## src/rtl/ex_mem_ovf_stage.sv

```systemverilog
// EX/MEM pipeline register with trapping-overflow squash and a held exception request.
// The request stays pending until the exception unit acknowledges it; younger instructions become bubbles meanwhile.
module ex_mem_ovf_stage #(
    parameter int         DATA_W      = 32,
    parameter logic [4:0] EXC_CODE_OV = 5'd12,
    parameter int         CNT_W       = 8
) (
    input  logic              clk,
    input  logic              rst,
    input  logic              stall,
    input  logic              flush,
    input  logic              ex_valid,
    input  logic [DATA_W-1:0] ex_pc,
    input  logic [DATA_W-1:0] ex_alu_res,
    input  logic [DATA_W-1:0] ex_store_data,
    input  logic [4:0]        ex_rd,
    input  logic              ex_reg_write,
    input  logic              ex_mem_read,
    input  logic              ex_mem_write,
    input  logic              ex_mem_to_reg,
    input  logic              ex_overflow,
    input  logic              ex_ovf_trap,
    input  logic              exc_ack,
    output logic              mem_valid,
    output logic [DATA_W-1:0] mem_pc,
    output logic [DATA_W-1:0] mem_alu_res,
    output logic [DATA_W-1:0] mem_store_data,
    output logic [4:0]        mem_rd,
    output logic              mem_reg_write,
    output logic              mem_mem_read,
    output logic              mem_mem_write,
    output logic              mem_mem_to_reg,
    output logic              exc_req,
    output logic [DATA_W-1:0] exc_epc,
    output logic [4:0]        exc_cause,
    output logic [CNT_W-1:0]  exc_count
);

    typedef enum logic {S_IDLE, S_PEND} state_t;

    state_t              r_state;
    state_t              w_state_nxt;

    logic                r_valid;
    logic [DATA_W-1:0]   r_pc;
    logic [DATA_W-1:0]   r_alu_res;
    logic [DATA_W-1:0]   r_store_data;
    logic [4:0]          r_rd;
    logic                r_reg_write;
    logic                r_mem_read;
    logic                r_mem_write;
    logic                r_mem_to_reg;
    logic [DATA_W-1:0]   r_epc;
    logic [4:0]          r_cause;
    logic [CNT_W-1:0]    r_count;

    logic                w_trap;
    logic                w_load;
    logic                w_capture;

    assign w_trap    = ex_valid & ex_ovf_trap & ex_overflow;
    assign w_load    = ~flush & ~stall;
    assign w_capture = (r_state == S_IDLE) & w_load & w_trap;

    // FSM ignores stall and flush so an acknowledge is never lost
    always_ff @(posedge clk or posedge rst) begin
        if (rst) r_state <= S_IDLE;
        else     r_state <= w_state_nxt;
    end

    always_comb begin
        w_state_nxt = r_state;
        case (r_state)
            S_IDLE:  if (w_capture) w_state_nxt = S_PEND;
            S_PEND:  if (exc_ack)   w_state_nxt = S_IDLE;
            default: w_state_nxt = S_IDLE;
        endcase
    end

    always_ff @(posedge clk or posedge rst) begin
        if (rst) begin
            r_valid      <= 1'b0;
            r_pc         <= '0;
            r_alu_res    <= '0;
            r_store_data <= '0;
            r_rd         <= '0;
            r_reg_write  <= 1'b0;
            r_mem_read   <= 1'b0;
            r_mem_write  <= 1'b0;
            r_mem_to_reg <= 1'b0;
        end else if (flush) begin
            r_valid      <= 1'b0;
            r_reg_write  <= 1'b0;
            r_mem_read   <= 1'b0;
            r_mem_write  <= 1'b0;
            r_mem_to_reg <= 1'b0;
        end else if (!stall) begin
            if (r_state == S_PEND) begin
                r_valid      <= 1'b0;
                r_reg_write  <= 1'b0;
                r_mem_read   <= 1'b0;
                r_mem_write  <= 1'b0;
                r_mem_to_reg <= 1'b0;
            end else begin
                r_valid      <= w_trap ? 1'b1 : ex_valid;
                r_pc         <= ex_pc;
                r_alu_res    <= ex_alu_res;
                r_store_data <= ex_store_data;
                r_rd         <= ex_rd;
                // faulting instruction keeps its slot but loses every side effect
                r_reg_write  <= ex_reg_write  & ~w_trap;
                r_mem_read   <= ex_mem_read   & ~w_trap;
                r_mem_write  <= ex_mem_write  & ~w_trap;
                r_mem_to_reg <= ex_mem_to_reg & ~w_trap;
            end
        end
    end

    always_ff @(posedge clk or posedge rst) begin
        if (rst) begin
            r_epc   <= '0;
            r_cause <= '0;
            r_count <= '0;
        end else if (w_capture) begin
            r_epc   <= ex_pc;
            r_cause <= EXC_CODE_OV;
            if (r_count != {CNT_W{1'b1}})
                r_count <= r_count + {{(CNT_W-1){1'b0}}, 1'b1};
        end
    end

    assign mem_valid      = r_valid;
    assign mem_pc         = r_pc;
    assign mem_alu_res    = r_alu_res;
    assign mem_store_data = r_store_data;
    assign mem_rd         = r_rd;
    assign mem_reg_write  = r_reg_write;
    assign mem_mem_read   = r_mem_read;
    assign mem_mem_write  = r_mem_write;
    assign mem_mem_to_reg = r_mem_to_reg;
    assign exc_req        = (r_state == S_PEND);
    assign exc_epc        = r_epc;
    assign exc_cause      = r_cause;
    assign exc_count      = r_count;

endmodule

```

## config.mk

```make
export PLATFORM = sky130hd
export DESIGN_NAME = ex_mem_ovf_stage
export DESIGN_NICKNAME = d
export VERILOG_FILES = /design/src/rtl/ex_mem_ovf_stage.sv
export SDC_FILE = /design/constraint.sdc
export NUM_CORES = 1
export LEC_CHECK = 0
export ABC_AREA = 1
export ABC_CLOCK_PERIOD_IN_PS = 6100
export BUFFER_PORTS_ARGS = -buffer_cell sky130_fd_sc_hd__buf_2
export CORE_MARGIN = 2
export CORE_UTILIZATION = 47
export CTS_CLUSTER_DIAMETER = 50
export DETAILED_ROUTE_END_ITERATION = 16
export PLACE_DENSITY_LB_ADDON = 0.12
export SYNTH_ARGS = -nofsm -noshare
export SYNTH_HDL_FRONTEND = slang
export SYNTH_SLANG_ARGS = --single-unit
```

## constraint.sdc

```tcl
create_clock -name clk -period 6.1 [get_ports clk]
set_clock_uncertainty 0.05 [all_clocks]
set_input_delay 0.915 -clock clk [delete_from_list [all_inputs] [get_ports clk]]
set_output_delay 0.915 -clock clk [all_outputs]
set_load 0.01 [all_outputs]
```

==> results.sh <==
export IMPL_critical_path_class="in -> reg"
export IMPL_place_area_mm2=0.007098
export IMPL_htreeDepth=4
export IMPL_min_delay_path_depth=2
export IMPL_vias_per_cell=4.784
export IMPL_drv_cap=0
export IMPL_num_vias=5085
export IMPL_grt_pass1_vias=4755
export IMPL_nets=1016
export IMPL_grt_antenna_before_repair=0
export IMPL_io_pins=265
export IMPL_switchingPower_mw=0.7628
export IMPL_fmax_mhz=317.6
export IMPL_core_mm2=0.01196
export IMPL_final_area_mm2=0.007761
export IMPL_tns_ps=0
export IMPL_clk_pin_slew_worst_paths_ps=60
export IMPL_grt_ovfl_total=0
export IMPL_p_leak_nw=4.586
export IMPL_post_route_period_util=0.5161
export IMPL_clockRootBuffer="clkbuf_16"
export IMPL_crit_required_ps=6290
export IMPL_first_iter_violations=324
export IMPL_crit_arrival_ps=3340
export IMPL_drive_gt1_frac=0.3311
export IMPL_routed_wl_mm=15.09
export IMPL_cp_slowest_cell="nor2_4"
export IMPL_post_cts_buffers=0
export IMPL_initial_core_util=0.4812
export IMPL_rsz0062_at_grt="false"
export IMPL_grt_pass1_wl_mm=23.39
export IMPL_p_sw_frac=0.2658
export IMPL_rows=40
export IMPL_p_per_area_mw_per_mm2=369.7
export IMPL_crit_chain="buf_2, nor2_2, nand2_4, nor2_4, inv_2, nand2_1, o21ai_0"
export IMPL_ys_warn_count=0
export IMPL_setup_violations_final=0
export IMPL_cts_tree="built"
export IMPL_maxSlewViolCount=0
export IMPL_status="finished clean"
export IMPL_combPwrFrac=0.172
export IMPL_reg2reg_depth=6
export IMPL_netlist_instances=650
export IMPL_power_frac_clock=0.401
export IMPL_ys_seq_area_frac=0.6435
export IMPL_internal_power_mw=2.107
export IMPL_hpwl_mm=10.55
export IMPL_ir_worst_vdd_uv=191.3
export IMPL_die_area_mm2=0.01315
export IMPL_hold_viol=0
export IMPL_drtAntennaViolNets=0
export IMPL_cts_hold_buffers=0
export IMPL_die_w_um=114.7
export IMPL_drtPass1Iterations=6
export IMPL_end_kind="flip-flop"
export IMPL_synth_seq_cells=148
export IMPL_grt_usage=0.2299
export IMPL_die_h_um=114.7
export IMPL_hp_class="reg -> reg"
export IMPL_worst_setup_path_start_kind="input pin"
export IMPL_critPathMaxStageDelay_ps=750
export IMPL_seqPwrFrac=0.427
export IMPL_drc_errors=0
export IMPL_insertion_delay_ps=410
export IMPL_syn_area_mm2=0.005756
export IMPL_synth_cell_types=20
export IMPL_clk_path_buf_depth=2
export IMPL_port_buffers=261
export IMPL_slew_headroom=0.1847
export IMPL_min_period_ps=3148
export IMPL_cts_sinks=148
export IMPL_worstMarginPinSlew_ps=1223
export IMPL_cts_resized=0
export IMPL_grt_max_degree=119
export IMPL_drt_wirelength_per_cell_um=14.20
export IMPL_syn_area_per_cell_um2=8.855
export IMPL_synthToLayoutAreaGrowth_pct=34.85
export IMPL_crit_fanout=118
export IMPL_cts_made_buffers=17
export IMPL_gp_congestion=0.7803
-- per-stage QoR --
stage	setup WS (ps)	power [mW]	util	cells	hold WS, ps
after floorplan	1155	1.485	-	652	455.6
after global placement	2561	1.723	0.5934	1030	401.2
after detailed placement	2486	1.738	0.5934	1030	407.0
final	2952	2.869	0.6488	1063	416.7
after global routing	2644	3.010	0.6486	1062	433.8
after CTS	2914	2.898	0.6486	1062	423.6
-- placed cells by master, fill, tap and decap left out --
cell,n
conb_1,3
clkbuf_16,17
clkbuf_1,2
diode_2,1
o21ai_0,31
nor2_4,1
o21ai_2,2
nand2_4,1
inv_2,2
nor2_1,7
xnor2_1,1
bufinv_16,5
xor2_1,2
nand2_1,379
or2_2,1
nor2_2,1
buf_4,2
inv_1,24
ha_1,1
clkinvlp_4,1
nand3_1,14
clkinv_2,3
clkbuf_8,4
buf_2,261
inv_6,1
dfrtp_1,148
nand2_2,1
-- worst max-delay path: cells and delay by family --
family	cells	cell delay (ps)
AOI/OAI and AO/OA	1	130
buffers and inverters	2	630
and+or+nand+nor	4	1610
-- kinds of logic (layout without fill, tap and decap cells) --
kind of cell | after synthesis | count (layout) | synth area share
other | 1 | 4 | 0.0006515
XOR/XNOR | 3 | 3 | 0.004566
adder cells (fa/ha/maj) | 1 | 1 | 0.002174
buffers and inverters | 59 | 322 | 0.04891
AO/OA/AOI/OAI | 33 | 33 | 0.03000
AND/OR/NAND/NOR | 405 | 405 | 0.2702
flip-flops | 148 | 148 | 0.6435
-- cells in the mapped netlist (all sizes together) --
master / n / share of area
conb: 1 / 0.00065
nor2: 9 / 0.0076
dfrtp: 148 / 0.64
inv: 27 / 0.018
nand2: 381 / 0.25
xor2: 2 / 0.0030
ha: 1 / 0.0022
or2: 1 / 0.0011
nand3: 14 / 0.012
o21ai: 33 / 0.030
buf: 23 / 0.025
clkbuf: 9 / 0.0059
xnor2: 1 / 0.0015
-- area by class of cell --
class                           count  area [µm²]
Sequential cell                   148        3704
Multi-Input combinational cell    445        1783
Timing Repair Buffer              263        1321
Clock buffer                       23       488.0
Fill cell                        1006        4200
Clock inverter                      9       172.7
Inverter                           27       106.4
Tap cell                          147       183.9
Antenna cell                        1       2.502
-- power groups by stage --
stage                     clock network (mW)  registers, mW  logic [mW]
after CTS                               1.17           1.22       0.501
after detailed placement                   0           1.24       0.500
after floorplan                            0           1.31       0.174
after global placement                     0           1.23       0.488
after global routing                    1.21           1.24       0.553
final                                   1.15           1.22       0.493
-- layer usage --
metal | vias up | track usage | share of wire
met1 | 2377 | 0.2859 | 0.40
met2 | 210 | 0.3665 | 0.49
met4 | 0 | 0.1065 | 0.024
met5 | - | 0 | 0
li1 | 2470 | - | -
met3 | 28 | 0.07358 | 0.086
-- path summary, 6_finish.rpt --
kind                                                    to                    start  slack (ps)
worst max-delay path               exc_epc[25]$_DFFE_PP0P_                    stall        2950
worst min-delay path               exc_epc[14]$_DFFE_PP0P_  exc_epc[14]$_DFFE_PP0P_         420
worst max register to register     exc_epc[25]$_DFFE_PP0P_        exc_req$_DFF_PP0_        3230
worst min register to register     exc_epc[14]$_DFFE_PP0P_  exc_epc[14]$_DFFE_PP0P_         420
max in group asynchronous       mem_alu_res[0]$_DFFE_PP0P_                      rst        4120
min in group asynchronous       mem_alu_res[7]$_DFFE_PP0P_                      rst         590
No activity file was read; power rests on OpenSTA's default activity.
